<file path="config.mk">
export PLATFORM = sky130hd
export DESIGN_NAME = game_ctrl
export DESIGN_NICKNAME = d
export VERILOG_FILES = /design/src/rtl/game_ctrl.sv
export SDC_FILE = /design/constraint.sdc
export NUM_CORES = 1
export LEC_CHECK = 0
export ABC_AREA = 1
export CORE_MARGIN = 2
export CORE_UTILIZATION = 30
export CTS_BUF_LIST = sky130_fd_sc_hd__clkbuf_4
export DETAILED_ROUTE_END_ITERATION = 16
export PLACE_DENSITY_LB_ADDON = 0.12
export SYNTH_ARGS = -nofsm -noshare
export SYNTH_HDL_FRONTEND = slang
export SYNTH_SLANG_ARGS = --single-unit
</file>
<file path="constraint.sdc">
create_clock -name CLK -period 2.3 [get_ports CLK]
set_input_delay 0.23 -clock CLK [delete_from_list [all_inputs] [get_ports CLK]]
set_output_delay 0.23 -clock CLK [all_outputs]
set_load 0.02 [all_outputs]
</file>
<file path="src/rtl/game_ctrl.sv">
// ---------------------------------------------------------------------------
// game_ctrl
//   Game-state controller for the VGA runner game. A four-state machine
//   (IDLE, RUN, PAUSE, OVER) that changes state only at frame boundaries
//   (falling edge of vs). It also owns the BCD score, the best score and the
//   speed level used by the Ground, Cactus and Jump blocks and by the score
//   renderer.
//
// Ports
//   CLK         system clock
//   RESET       asynchronous, active-high reset
//   start       start/resume button (level; rising edge is the request)
//   pause       pause toggle button (level; rising edge is the request)
//   collision   dinosaur/cactus overlap (level; any high cycle is a request)
//   vs          VGA vertical sync; falling edge marks a frame boundary
//   game_status 0=IDLE, 1=RUN, 2=PAUSE, 3=OVER
//   running     high iff game_status==RUN
//   frame_tick  one-cycle pulse in the cycle after each frame boundary
//   score       BCD score, digit 0 in bits [3:0]
//   high_score  BCD best score since reset
//   speed       current speed level
// ---------------------------------------------------------------------------
module game_ctrl #(
    parameter int SCORE_DIGITS     = 4,
    parameter int FRAMES_PER_POINT = 6,
    parameter int SPEED_STEP       = 100,
    parameter int SPEED_W          = 4,
    parameter int SPEED_MAX        = 15
) (
    input  logic                      CLK,
    input  logic                      RESET,
    input  logic                      start,
    input  logic                      pause,
    input  logic                      collision,
    input  logic                      vs,
    output logic [1:0]                game_status,
    output logic                      running,
    output logic                      frame_tick,
    output logic [4*SCORE_DIGITS-1:0] score,
    output logic [4*SCORE_DIGITS-1:0] high_score,
    output logic [SPEED_W-1:0]        speed
);

    localparam int SW   = 4 * SCORE_DIGITS;
    localparam int FC_W = (FRAMES_PER_POINT > 1) ? $clog2(FRAMES_PER_POINT) : 1;
    localparam int PT_W = (SPEED_STEP > 1) ? $clog2(SPEED_STEP) : 1;

    localparam logic [FC_W-1:0]    FC_LAST   = FC_W'(FRAMES_PER_POINT - 1);
    localparam logic [PT_W-1:0]    PT_LAST   = PT_W'(SPEED_STEP - 1);
    localparam logic [SPEED_W-1:0] SPEED_TOP = SPEED_W'(SPEED_MAX);
    localparam logic [SW-1:0]      SCORE_MAX = {SCORE_DIGITS{4'h9}};

    typedef enum logic [1:0] {
        ST_IDLE  = 2'd0,
        ST_RUN   = 2'd1,
        ST_PAUSE = 2'd2,
        ST_OVER  = 2'd3
    } state_t;

    state_t            r_state;
    logic              r_running;
    logic              r_frame_tick;
    logic [SW-1:0]     r_score;
    logic [SW-1:0]     r_high_score;
    logic [SPEED_W-1:0] r_speed;
    logic [FC_W-1:0]   r_frame_cnt;
    logic [PT_W-1:0]   r_points;
    logic              r_vs_q;
    logic              r_start_q;
    logic              r_pause_q;
    logic              r_start_req;
    logic              r_pause_req;
    logic              r_coll_req;

    state_t            w_next_state;
    logic [SW-1:0]     w_score_nxt;
    logic [SW-1:0]     w_high_nxt;
    logic [SPEED_W-1:0] w_speed_nxt;
    logic [FC_W-1:0]   w_frame_nxt;
    logic [PT_W-1:0]   w_points_nxt;
    logic              w_boundary;
    logic              w_start_edge;
    logic              w_pause_edge;

    // Adds one to a packed BCD value; the caller guarantees it is not all-9s.
    function automatic logic [SW-1:0] bcd_inc(input logic [SW-1:0] v);
        logic [SW-1:0] res;
        logic          carry;
        res   = v;
        carry = 1'b1;
        for (int d = 0; d < SCORE_DIGITS; d++) begin
            if (carry) begin
                if (v[4*d +: 4] == 4'd9) begin
                    res[4*d +: 4] = 4'd0;
                end else begin
                    res[4*d +: 4] = v[4*d +: 4] + 4'd1;
                    carry         = 1'b0;
                end
            end
        end
        return res;
    endfunction

    assign w_boundary   = r_vs_q & ~vs;
    assign w_start_edge = start & ~r_start_q;
    assign w_pause_edge = pause & ~r_pause_q;

    // Next-state and datapath: everything moves only in the boundary cycle.
    always_comb begin
        // NOTE: every output of this block gets a default first, so no path
        // leaves a value unassigned and no latch is inferred.
        w_next_state = r_state;
        w_score_nxt  = r_score;
        w_high_nxt   = r_high_score;
        w_speed_nxt  = r_speed;
        w_frame_nxt  = r_frame_cnt;
        w_points_nxt = r_points;
        if (w_boundary) begin
            case (r_state)
                ST_IDLE, ST_OVER: begin
                    if (r_start_req) begin
                        w_next_state = ST_RUN;
                        w_score_nxt  = '0;
                        w_speed_nxt  = SPEED_W'(1);
                        w_frame_nxt  = '0;
                        w_points_nxt = '0;
                    end
                end
                ST_RUN: begin
                    if (r_coll_req) begin
                        // Collision beats a simultaneous pause; no scoring this frame.
                        w_next_state = ST_OVER;
                        if (r_score > r_high_score) begin
                            w_high_nxt = r_score;
                        end
                    end else if (r_pause_req) begin
                        w_next_state = ST_PAUSE;
                    end else if (r_frame_cnt == FC_LAST) begin
                        w_frame_nxt = '0;
                        // Saturated score stops the points counter as well.
                        if (r_score != SCORE_MAX) begin
                            w_score_nxt = bcd_inc(r_score);
                            if (r_points == PT_LAST) begin
                                w_points_nxt = '0;
                                if (r_speed != SPEED_TOP) begin
                                    w_speed_nxt = r_speed + SPEED_W'(1);
                                end
                            end else begin
                                w_points_nxt = r_points + PT_W'(1);
                            end
                        end
                    end else begin
                        w_frame_nxt = r_frame_cnt + FC_W'(1);
                    end
                end
                ST_PAUSE: begin
                    if (r_start_req || r_pause_req) begin
                        w_next_state = ST_RUN;
                    end
                end
                default: begin
                    w_next_state = ST_IDLE;
                end
            endcase
        end
    end

    always_ff @(posedge CLK or posedge RESET) begin
        if (RESET) begin
            r_state      <= ST_IDLE;
            r_running    <= 1'b0;
            r_frame_tick <= 1'b0;
            r_score      <= '0;
            r_high_score <= '0;
            r_speed      <= '0;
            r_frame_cnt  <= '0;
            r_points     <= '0;
            r_vs_q       <= 1'b1;
            r_start_q    <= 1'b0;
            r_pause_q    <= 1'b0;
            r_start_req  <= 1'b0;
            r_pause_req  <= 1'b0;
            r_coll_req   <= 1'b0;
        end else begin
            // NOTE: non-blocking assignments so every register samples the
            // pre-edge values, independent of statement order.
            r_state      <= w_next_state;
            r_running    <= (w_next_state == ST_RUN);
            r_frame_tick <= w_boundary;
            r_score      <= w_score_nxt;
            r_high_score <= w_high_nxt;
            r_speed      <= w_speed_nxt;
            r_frame_cnt  <= w_frame_nxt;
            r_points     <= w_points_nxt;
            r_vs_q       <= vs;
            r_start_q    <= start;
            r_pause_q    <= pause;
            // Requests are cleared at each boundary, but an event arriving in
            // the boundary cycle itself survives for the next one.
            r_start_req  <= w_start_edge | (r_start_req & ~w_boundary);
            r_pause_req  <= w_pause_edge | (r_pause_req & ~w_boundary);
            r_coll_req   <= collision    | (r_coll_req  & ~w_boundary);
        end
    end

    assign game_status = r_state;
    assign running     = r_running;
    assign frame_tick  = r_frame_tick;
    assign score       = r_score;
    assign high_score  = r_high_score;
    assign speed       = r_speed;

endmodule

</file>
After elaboration in Yosys (flattened, before gate mapping). Index checks and enable logic that the tools add are counted.

Register bits: 56. Input bits: 6. Output and inout bits: 40. Logic and storage cells: 133.

Add/sub/neg operators: 7. Magnitude comparators: 1. Equal/unequal tests: 22. Muxes and demuxes: 62. Bitwise operators: 13. Reduce and logical (&&, ||, !) cells: 11.

Operators by type and width (count): $mux W16 (5); $mux W4 (14); $mux W7 (6); $pmux W16 S2 (1); $reduce_and A8 Y1 (3); $mux W1 (23); $add A4 B1 Y4 const B (5); $ne A2 B2 Y1 const B (10); $eq A4 B4 Y1 const B (4); $gt A16 B16 Y1 (1); $ne A16 B16 Y1 const B (1); $pmux W7 S2 (1); $mux W3 (4); $mux W2 (5); $reduce_and A9 Y1 (1); $pmux W4 S2 (1); $add A7 B1 Y7 const B (1); $eq A7 B7 Y1 const B (1); $reduce_and A7 Y1 (1); $and A1 B1 Y1 (6); $pmux W2 S3 (1); $pmux W3 S2 (1); $reduce_and A5 Y1 (1); $eq A2 B1 Y1 const B (2); 11 further kinds (17).

Depth between registers and ports, before layout. Gate-level depths: netlist of the first run.

Depth after elaboration: 28. Gate-level depth with buffers: 15. Gate-level depth less buffers: 14.

Worst setup path after synthesis of the first run. No wires, ideal clock.

Path kind: reg2reg. Start point: reg r_state[0], in the netlist game_status[0]. End point: reg r_points[4]. Library setup time: 0.118 ns. Arrival time: 1.728 ns. Data required time: 2.182 ns. Path slack: 0.455 ns. Cell stages (with the launch flop): 10. Path buffers: 1. Clock period less this slack: 1.845 ns. Cell sequence: dfrtp_1 inv_1 ha_1 a21oi_4 nand2_4 nor3_4 nand2_4 buf_8 nand2_2 o21ai_2.

Longest elaborated chain between the ends: 4. Elaborated cells between the ends (all ways): 12. Classes of those cells: 7 x eq/ne; 1 x mux; 4 x reduce/logical.

RTL lines: start: declaration (RTL line 60) `state_t r_state;`; start signal: assignment (RTL line 187) `r_state <= w_next_state;`; $eq A2 B2 Y1 or $logic_not A2 Y1 (tied branches) (RTL line 119) `case (r_state)`; $reduce_or A2 Y1 (RTL line 119); $ne A2 B2 Y1 (no source line) or $reduce_bool A2 Y1 (tied branches); $reduce_and A7 Y1 (no source line); end signal: assignment (RTL line 194) `r_points <= w_points_nxt;`; end: declaration (RTL line 67) `logic [PT_W-1:0] r_points;`.

Parallel ways exist; a longest one is shown, timed or not. A chain may end at the register's enable or synchronous reset.

Worst setup path after layout of the first run.
Start point: reg r_state[0], in the netlist game_status[0]. End point: reg r_score[3], in the netlist score[3].

Longest elaborated chain between the ends: 4. Elaborated cells between the ends (all ways): 12. Classes of those cells: 7 x eq/ne; 1 x mux; 4 x reduce/logical.

RTL lines: $eq A2 B2 Y1 or $logic_not A2 Y1 (tied branches) (RTL line 119); $reduce_or A2 Y1 (RTL line 119); $ne A2 B2 Y1 (no source line) or $reduce_bool A2 Y1 (tied branches); $reduce_and A7 Y1 (no source line); end signal: assignment (RTL line 190) `r_score <= w_score_nxt;`; end: declaration (RTL line 63) `logic [SW-1:0] r_score;`.

Parallel ways exist; a longest one is shown, timed or not.

==> results.toml, run 1 <==
[timing]
worstMarginPinSlew_ns = 0.502
rsz0062_at_grt = "no"
relSlewSlack_pct = 66.5
max_freq_mhz = 523
setup_viol = 0
fin_crit_sh_pct = 83.1
fin_crit_ns = 1.91
drv_slew = 0
skew_ns = 0.0101
hold_viol_final = 0
finalSetupTns_ns = 0

[floorplanning]
start_util_pct = 30.4
die_area_um2 = 12300
die_w_um = 111
die_h_um = 111
rows = 39
boundaryPins = 46
core_area_um2 = 11300

[global_routing]
grt_pass1_wl_um = 13200
grt_start_max_net_pins = 36
antenna_found_initial = 0
grt-ovfl-total = 0
grt_pass1_vias = 2716
grt_usage_pct = 13.1

[placed_design]
io_buffers = 45
place_area_um2 = 4110
place_hpwl_um = 5880
routabilityCongestion = 0.741

[setup_path]
cp.required_ns = 2.62
arrival_ns = 2.23
path_max_fanout = 19
start_kind = "register"
end_kind = "register"
crit_type = "register to register"

[logic_synthesis]
ys_types = 41
syn_avg_cell_area_um2 = 8.41
yosysWarnings = 0
netlist_instances = 408
ys_seq_area_share_pct = 40.9
synth_nets = 442
ys_ff_latch = 56
synth_area_um2 = 3430

[detailed_routing]
num_vias = 2744
wire_per_inst_um = 12.7
drt_pass1_iterations = 6
ant_nets = 0
drtIter0Drc = 126
drt_drc_violations_left = 0
drt-total-wl_um = 7780
via_per_inst = 4.50

[power]
p_sw_mw = 2.16
intPower_mw = 2.36
p_leak_nw = 1.94
p_sw_share_pct = 47.7
combPwrFrac_pct = 57.5
pwr-share-clk_pct = 9.6
powerDensity_nw_per_um2 = 1090
ir_worst_vdd_mv = 0.447
p_seq_share_pct = 32.9

[clocking]
cts_buffers = 5
clockBufferDepth = 2
ctsResizeCount = 0
clock_latency_ns = 0.37
clkSinkCount = 56
ctsHoldBuffers = 0
cts_setup_buffers = 0
cts-root-buf = "clkbuf_4"
h-tree-depth = 2
cts.reportedPaths.clkPinSlew_ns = 0.17
cts_tree = "done"

[run]
max-cap-violations = 0

[outcome]
run_status = "finished clean"

[hold_path]
hold_class = "input pin to async pin"

[cells_and_area]
fin_nets = 500
fin_util_pct = 36.9
final_cell_area_um2 = 4160
drive_gt1_share_pct = 15.6
diodes = 0
syn2layout_area_growth_pct = 21.3
[worst max-delay path, cell delays in order, from the launching register on]
cell,delay [ns]
dfrtp_1,0.46
inv_1,0.07
ha_1,0.36
a21oi_4,0.23
nand2_4,0.08
nor3_4,0.19
nand2_4,0.21
inv_2,0.14
nand2_1,0.05
o21ai_1,0.07
[per-layer routing]
layer  up-vias  GRT usage [%]  wire length [µm]
li1       1439              -                 -
met1      1260           17.1              3670
met2        41           22.7              3810
met3         4           2.52               243
met4         0           2.92                56
met5         -              0                 0
[per-stage QoR]
step                      hold slack, ns  instances  setup WS (ns)  total power [mW]
final                              0.185        610          0.389              4.52
after global placement             0.414        602          0.366              4.14
after global routing               0.205        610          0.203              4.97
after detailed placement           0.419        602          0.376              4.15
after CTS                          0.186        610          0.342              4.61
after floorplan                    0.234        408          0.455              3.23
[path summary, 6_finish.rpt]
| kind | to | cells after the start | slack (ns) | start |
|---|---|---|---|---|
| max | score[3]$_DFFE_PP0P_ | 9 | 0.39 | game_status[0]$_DFF_PP0_ |
| min | r_pause_q$_DFF_PP0_ | 2 | 0.19 | RESET |
| max reg2reg | score[3]$_DFFE_PP0P_ | 9 | 0.39 | game_status[0]$_DFF_PP0_ |
| min reg2reg | r_start_req$_DFF_PP0_ | 1 | 0.44 | r_start_q$_DFF_PP0_ |
| max in group asynchronous | high_score[3]$_DFFE_PP0P_ | 3 | 1.55 | RESET |
| min in group CLK | r_vs_q$_DFF_PP1_ | 1 | 0.27 | vs |
[power groups by stage]
stage / clock (mW) / sequential [mW] / combinational (mW)
5_1_grt: 0.504 / 1.53 / 2.93
3_5_place_dp: 0 / 1.51 / 2.64
4_1_cts: 0.468 / 1.49 / 2.65
6_report: 0.436 / 1.49 / 2.60
3_3_place_gp: 0 / 1.51 / 2.63
2_1_floorplan: 0 / 1.70 / 1.52
[cells in the mapped netlist (all sizes together)]
cell,instances,area [µm²]
xnor2,3,26.3
a31oi,1,6.26
o21ai,36,229
nand3,40,235
buf,7,60.1
nand2,112,465
or2,10,62.6
nor2b,1,6.26
xor2,3,26.3
nor2,28,153
dfstp,1,26.3
a21o,2,15.0
o31ai,1,7.51
inv,53,199
nor3b,1,7.51
dfrtp,55,1380
o41ai,1,8.76
nor3,3,26.3
nor4,1,6.26
a21oi,9,56.3
o22ai,2,12.5
nand4,6,37.5
ha,28,350
clkinv,1,3.75
nand3b,3,26.3
[logic make-up after synthesis]
kind of cell / count (synthesis) / share of synthesized area [%]
AO/OA/AOI/OAI: 52 / 9.78
XOR/XNOR: 6 / 1.53
adder cells (fa/ha/maj): 28 / 10.2
buffers and inverters: 61 / 7.66
flip-flops: 56 / 40.9
AND/OR/NAND/NOR: 205 / 29.9
[final cells by class]
| type | instances | area, µm² |
|---|---|---|
| Fill cell | 1200 | 7110 |
| Multi-Input combinational cell | 291 | 1760 |
| Sequential cell | 56 | 1400 |
| Timing Repair Buffer | 58 | 561 |
| Inverter | 54 | 203 |
| Tap cell | 143 | 179 |
| Clock buffer | 5 | 37.5 |
| Clock inverter | 3 | 13.8 |
[registers in the layout (all words and copies together) (netlist names)]
name,cells
speed,4
r_pause_req,1
r_pause_q,1
r_start_req,1
high_score,16
r_vs_q,1
game_status,2
frame_tick,1
r_coll_req,1
r_frame_cnt,3
running,1
r_start_q,1
r_points,7
score,16
[cells in the final DEF (no fill, tap or decap), types with 3 or more instances in the layout]
cell / synthesis / layout
nand2_4: 4 / 4
nand2_1: 102 / 102
o21ai_0: 9 / 9
o21ai_2: 10 / 10
o21ai_1: 16 / 16
inv_2: 4 / 5
ha_1: 28 / 28
buf_4: 1 / 12
dfrtp_1: 55 / 55
nor2_1: 19 / 19
xnor2_1: 3 / 3
nor2_4: 5 / 5
nand4_1: 6 / 6
clkbuf_4: 0 / 5
or2_2: 10 / 10
clkdlybuf4s50_1: 0 / 45
inv_1: 49 / 48
nand3_1: 36 / 36
xor2_1: 3 / 3
nand2_2: 6 / 6
a21oi_1: 8 / 8
nor2_2: 4 / 4
Power figures use the tool's default switching activity.
==> inputs of run 2 (changes only) <==
==> constraint.sdc (replaced) <==
create_clock -name CLK -period 1.64 [get_ports CLK]
set_input_delay 0.164 -clock CLK [delete_from_list [all_inputs] [get_ports CLK]]
set_output_delay 0.164 -clock CLK [all_outputs]
set_load 0.02 [all_outputs]
==> results.toml, run 2 (same netlist as run 1, synthesis figures left out) <==
[outcome]
run_status = "complete, but fails checks"
violations = "negative setup slack"

[setup_path]
arrival_ns = 2.01
cp.required_ns = 1.95
path_max_fanout = 8
worstPathCellList = "ha_4 > a21oi_4 > buf_6 > nand3b_4 > nor2_4 > nand3_4 > nand2_2 > o21ai_2"
crit_type = "register to register"
crit_family = "simple AND/OR/NAND/NOR gates"
end_kind = "register"
crit_path_top_delay_cell = "dfrtp_2"
critPathMaxStageDelay_ns = 0.47
cp_num_buf_inv = 1
start_kind = "register"

[floorplanning]
die_h_um = 111
die_w_um = 111
rows = 39
die_area_um2 = 12300
core_area_um2 = 11300
start_util_pct = 30.4
boundaryPins = 46

[detailed_routing]
drt_drc_violations_left = 0
num_vias = 3078
drtIter0Drc = 107
ant_nets = 0
drt_pass1_iterations = 5
via_per_inst = 4.54
drt-total-wl_um = 8520
wire_per_inst_um = 12.6

[clocking]
clockBufferDepth = 2
cts_buffers = 5
clkSinkCount = 56
cts-root-buf = "clkbuf_4"
cts.reportedPaths.clkPinSlew_ns = 0.17
clock_latency_ns = 0.39
ctsHoldBuffers = 0
cts_tree = "done"
h-tree-depth = 2

[global_routing]
grt_usage_pct = 14.3
antenna_found_initial = 0
grt-ovfl-total = 0
grt_start_max_net_pins = 57
grt_pass1_vias = 2994
grt_pass1_wl_um = 14500

[timing]
fin_ws_ns = -0.0622
max_freq_mhz = 587
relSlewSlack_pct = 78.1
worstMarginPinSlew_ns = 0.328
finalSetupTns_ns = -0.525
rsz0062_at_grt = "yes"
fin_crit_sh_pct = 104
fin_crit_ns = 1.70
fin_hold_ws_ns = 0.124
skew_ns = 0.0166
drv_slew = 0
hold_viol_final = 0
setup_viol = 26

[placed_design]
io_buffers = 45
place_hpwl_um = 6060
routabilityCongestion = 0.778
place_area_um2 = 4570

[power]
power_mw = 8.65
powerDensity_nw_per_um2 = 1640
p_leak_nw = 2.58
ir_worst_vdd_mv = 1.56

[cells_and_area]
drive_gt1_share_pct = 45.6
layout_commonest_cell = "nand2_1"
multi_input_area_um2 = 2200
mostFrequentLayoutCells = "nand2_1 (75), buf_4 (59), inv_1 (38)"
syn2layout_area_growth_pct = 53.4
final-seq-area_um2 = 1430
fin_util_pct = 46.7
final_cell_area_um2 = 5260
nFillCells = 1085
diodes = 0
fin_nets = 568

[hold_path]
hold_class = "input pin to async pin"

[run]
max-cap-violations = 0
## run 2: worst paths after layout
| kind | from | endpoint | slack [ns] | cells after the start |
|---|---|---|---|---|
| hold / removal | RESET | r_points[1]$_DFFE_PP0P_ | 0.12 | 3 |
| hold reg to reg | r_start_q$_DFF_PP0_ | r_start_req$_DFF_PP0_ | 0.44 | 1 |
| setup / recovery | game_status[1]$_DFF_PP0_ | score[12]$_DFFE_PP0P_ | -0.06 | 8 |
| setup reg to reg | game_status[1]$_DFF_PP0_ | score[12]$_DFFE_PP0P_ | -0.06 | 8 |
| max in group asynchronous | RESET | high_score[11]$_DFFE_PP0P_ | 1.23 | 3 |
| min in group CLK | vs | r_vs_q$_DFF_PP1_ | 0.20 | 1 |
## run 2: layer usage
metal,part of all wire [%],GRT usage [%],vias up
met3,3.4,3.12,10
met1,45,17.9,1445
li1,-,-,1576
met5,0,0,-
met2,50,25.2,47
met4,1.5,3.50,0
## run 2: area by class of cell
class | instances | area share, %
Multi-Input combinational cell | 292 | 41.7
Sequential cell | 56 | 27.2
Timing Repair Buffer | 125 | 21.8
Inverter | 54 | 4.33
Tap cell | 143 | 3.40
Clock buffer | 6 | 0.856
Clock inverter | 2 | 0.666
## run 2: metrics by stage
stage	worst slack, ns	instances
2_1_floorplan	-0.0685	408
3_3_place_gp	-0.162	650
3_5_place_dp	-0.167	650
4_1_cts	-0.0824	672
5_1_grt	-0.168	678
6_report	-0.0622	678
## run 2: timing repair
action	CTS	global route
resized for setup	92	72
setup buffers	13	5
cloned	1	1
endpoints found under the setup margin	73	53
endpoints found under the hold margin	0	0
pin swaps	19	21
## run 2: worst register-to-register path, cell delays in order, from the launching register on
cell	delay, ns
dfrtp_2	0.47
ha_4	0.26
a21oi_4	0.18
buf_6	0.13
nand3b_4	0.11
nor2_4	0.18
nand3_4	0.16
nand2_2	0.11
o21ai_2	0.05
## run 2: report_power, final
part,switching (mW),internal [mW]
Sequential,0.342,1.72
Clock,0.454,0.337
Combinational,3.04,2.76
Total,3.83,4.82
==> inputs of run 3 (changes only) <==
--- a/config.mk
+++ b/config.mk
@@ -11,6 +11,7 @@
 export CTS_BUF_LIST = sky130_fd_sc_hd__clkbuf_4
 export DETAILED_ROUTE_END_ITERATION = 16
 export PLACE_DENSITY_LB_ADDON = 0.12
+export RECOVER_POWER = 100
 export SYNTH_ARGS = -nofsm -noshare
 export SYNTH_HDL_FRONTEND = slang
 export SYNTH_SLANG_ARGS = --single-unit
==> constraint.sdc (replaced) <==
create_clock -name CLK -period 1.4 [get_ports CLK]
set_input_delay 0.14 -clock CLK [delete_from_list [all_inputs] [get_ports CLK]]
set_output_delay 0.14 -clock CLK [all_outputs]
set_load 0.02 [all_outputs]
==> results.toml, run 3 (same netlist as run 1, synthesis figures left out) <==
[outcome]
run_status = "complete, but fails checks"
violations = "negative setup slack"

[detailed_routing]
drt_pass1_iterations = 4
drtIter0Drc = 119
ant_nets = 0
num_vias = 3271
wire_per_inst_um = 13.0
drt-total-wl_um = 9330
via_per_inst = 4.56
drt_drc_violations_left = 0

[cells_and_area]
layout_commonest_cell = "nand2_1"
syn2layout_area_growth_pct = 61.2
fin_util_pct = 49.1
final_cell_area_um2 = 5530
mostFrequentLayoutCells = "nand2_1 (87), buf_4 (82), inv_1 (40), buf_6 (40), dfrtp_1 (33)"
instances_no_fill = 717
fin_nets = 607
drive_gt1_share_pct = 52.8
diodes = 0

[power]
ir_worst_vdd_mv = 1.10
pwr-share-clk_pct = 7.4
p_seq_share_pct = 22.1
power_mw = 10.6
intPower_mw = 5.83
powerDensity_nw_per_um2 = 1920
p_sw_mw = 4.78
p_sw_share_pct = 45.1
combPwrFrac_pct = 70.5
p_leak_nw = 2.61

[setup_path]
rrSetupSlack_ns = -0.32
worstReg2RegStart = "score[4]$_DFFE_PP0P_"
crit_top_cell = "nor2_4"
critPathCapture = "score[6]$_DFFE_PP0P_"
start_kind = "register"
critPathLaunch = "score[4]$_DFFE_PP0P_"
r2r_cells = 11
cp_num_buf_inv = 2
crit_family = "simple AND/OR/NAND/NOR gates"
arrival_ns = 2.06
cp.required_ns = 1.73
path_depth = 11
crit_type = "register to register"
path_max_fanout = 8
worstPathCellList = "buf_6 > ha_4 > nand2_4 > nor2_4 > nand3_2 > nor2_4 > buf_6 > nor2_4 > nand3_4 > nand2_2 > o21ai_2"
end_kind = "register"
crit_path_top_delay_cell = "dfrtp_1"
r2r_end = "score[6]$_DFFE_PP0P_"
critPathMaxStageDelay_ns = 0.47

[clocking]
cts_tree = "done"
clockBufferDepth = 2
cts_buffers = 5
ctsHoldBuffers = 0
h-tree-depth = 2
clock_latency_ns = 0.43
cts-root-buf = "clkbuf_4"
clkSinkCount = 56
cts.reportedPaths.clkPinSlew_ns = 0.17

[timing]
hold_viol_final = 0
worstMarginPinSlew_ns = 0.832
finalSetupTns_ns = -13.31
relSlewSlack_pct = 44.5
fin_ws_ns = -0.324
max_freq_mhz = 580
fin_crit_sh_pct = 123
drv_slew = 0
setup_viol = 51
skew_ns = 0.0247
rsz0062_at_grt = "yes"
fin_hold_ws_ns = 0.277
fin_crit_ns = 1.72

[placed_design]
dp.cells = 674
place_hpwl_um = 6320
place_area_um2 = 4770
io_buffers = 45
routabilityCongestion = 0.747
dp_slack_ns = -0.410

[run]
max-cap-violations = 0

[floorplanning]
rows = 39
die_area_um2 = 12300
die_w_um = 111
core_area_um2 = 11300
start_util_pct = 30.4
die_h_um = 111
boundaryPins = 46

[global_routing]
grt_pass1_wl_um = 16000
grt_pass1_vias = 3361
grt_start_max_net_pins = 57
antenna_found_initial = 0
grt_usage_pct = 15.8
grt-ovfl-total = 0

[hold_path]
hold_class = "input pin to register"
run 3: cell types whose count changed in the layout (fill, tap and decap cells not counted), moves of 4 or more:
cell / before / now
clkdlybuf4s50_1: 8 / 1
clkbuf_2: 3 / 15
nand2_1: 75 / 87
nand3_2: 10 / 17
a21oi_2: 5 / 1
buf_6: 16 / 40
dlygate4sd3_1: 0 / 4
nand2_4: 4 / 9
ha_1: 15 / 11
nand2_2: 31 / 18
dlymetal6s2s_1: 7 / 0
dlygate4sd2_1: 26 / 4
nand3_1: 27 / 20
buf_4: 59 / 82
run 3: repair_timing:
| action | in CTS | in global routing |
|---|---|---|
| resized for setup | 218 | 69 |
| buffers inserted | 27 | 8 |
| pin swaps | 35 | 44 |
| gates cloned | 3 | 3 |
| setup endpoints to repair | 89 | 70 |
run 3: final cells by class:
| type | count | area, µm² |
|---|---|---|
| Clock buffer | 6 | 45.0 |
| Fill cell | 1089 | 5740 |
| Multi-Input combinational cell | 295 | 2240 |
| Timing Repair Buffer | 161 | 1410 |
| Inverter | 54 | 219 |
| Tap cell | 143 | 179 |
| Sequential cell | 56 | 1430 |
| Clock inverter | 2 | 12.5 |
run 3: power by group through the flow:
stage	Sequential, mW	Clock, mW	Combinational (mW)
3_3_place_gp	2.34	0	5.54
4_1_cts	2.31	0.845	6.78
3_5_place_dp	2.35	0	5.61
5_1_grt	2.40	0.897	8.16
6_report	2.34	0.789	7.48
2_1_floorplan	2.84	0	2.68
run 3: routing by layer:
metal | routed length (µm) | GRT usage (%) | vias to the layer above
met3 | 246 | 3.01 | 10
met2 | 4580 | 26.7 | 39
met1 | 4350 | 20.3 | 1555
met5 | 0 | 0 | -
li1 | - | - | 1667
met4 | 145 | 5.42 | 0
run 3: worst min-delay path by stage:
stage | startpoint | to | slack (ns) | cells past startpoint
floorplan | vs | r_vs_q$_DFF_PP1_ | 0.14 | 0
global placement | r_pause_q$_DFF_PP0_ | r_pause_req$_DFF_PP0_ | 0.42 | 1
detailed placement | r_start_q$_DFF_PP0_ | r_start_req$_DFF_PP0_ | 0.43 | 1
CTS | RESET | score[3]$_DFFE_PP0P_ | 0.1 | 3
global route | vs | r_vs_q$_DFF_PP1_ | 0.25 | 1
finish | collision | r_coll_req$_DFF_PP0_ | 0.28 | 2
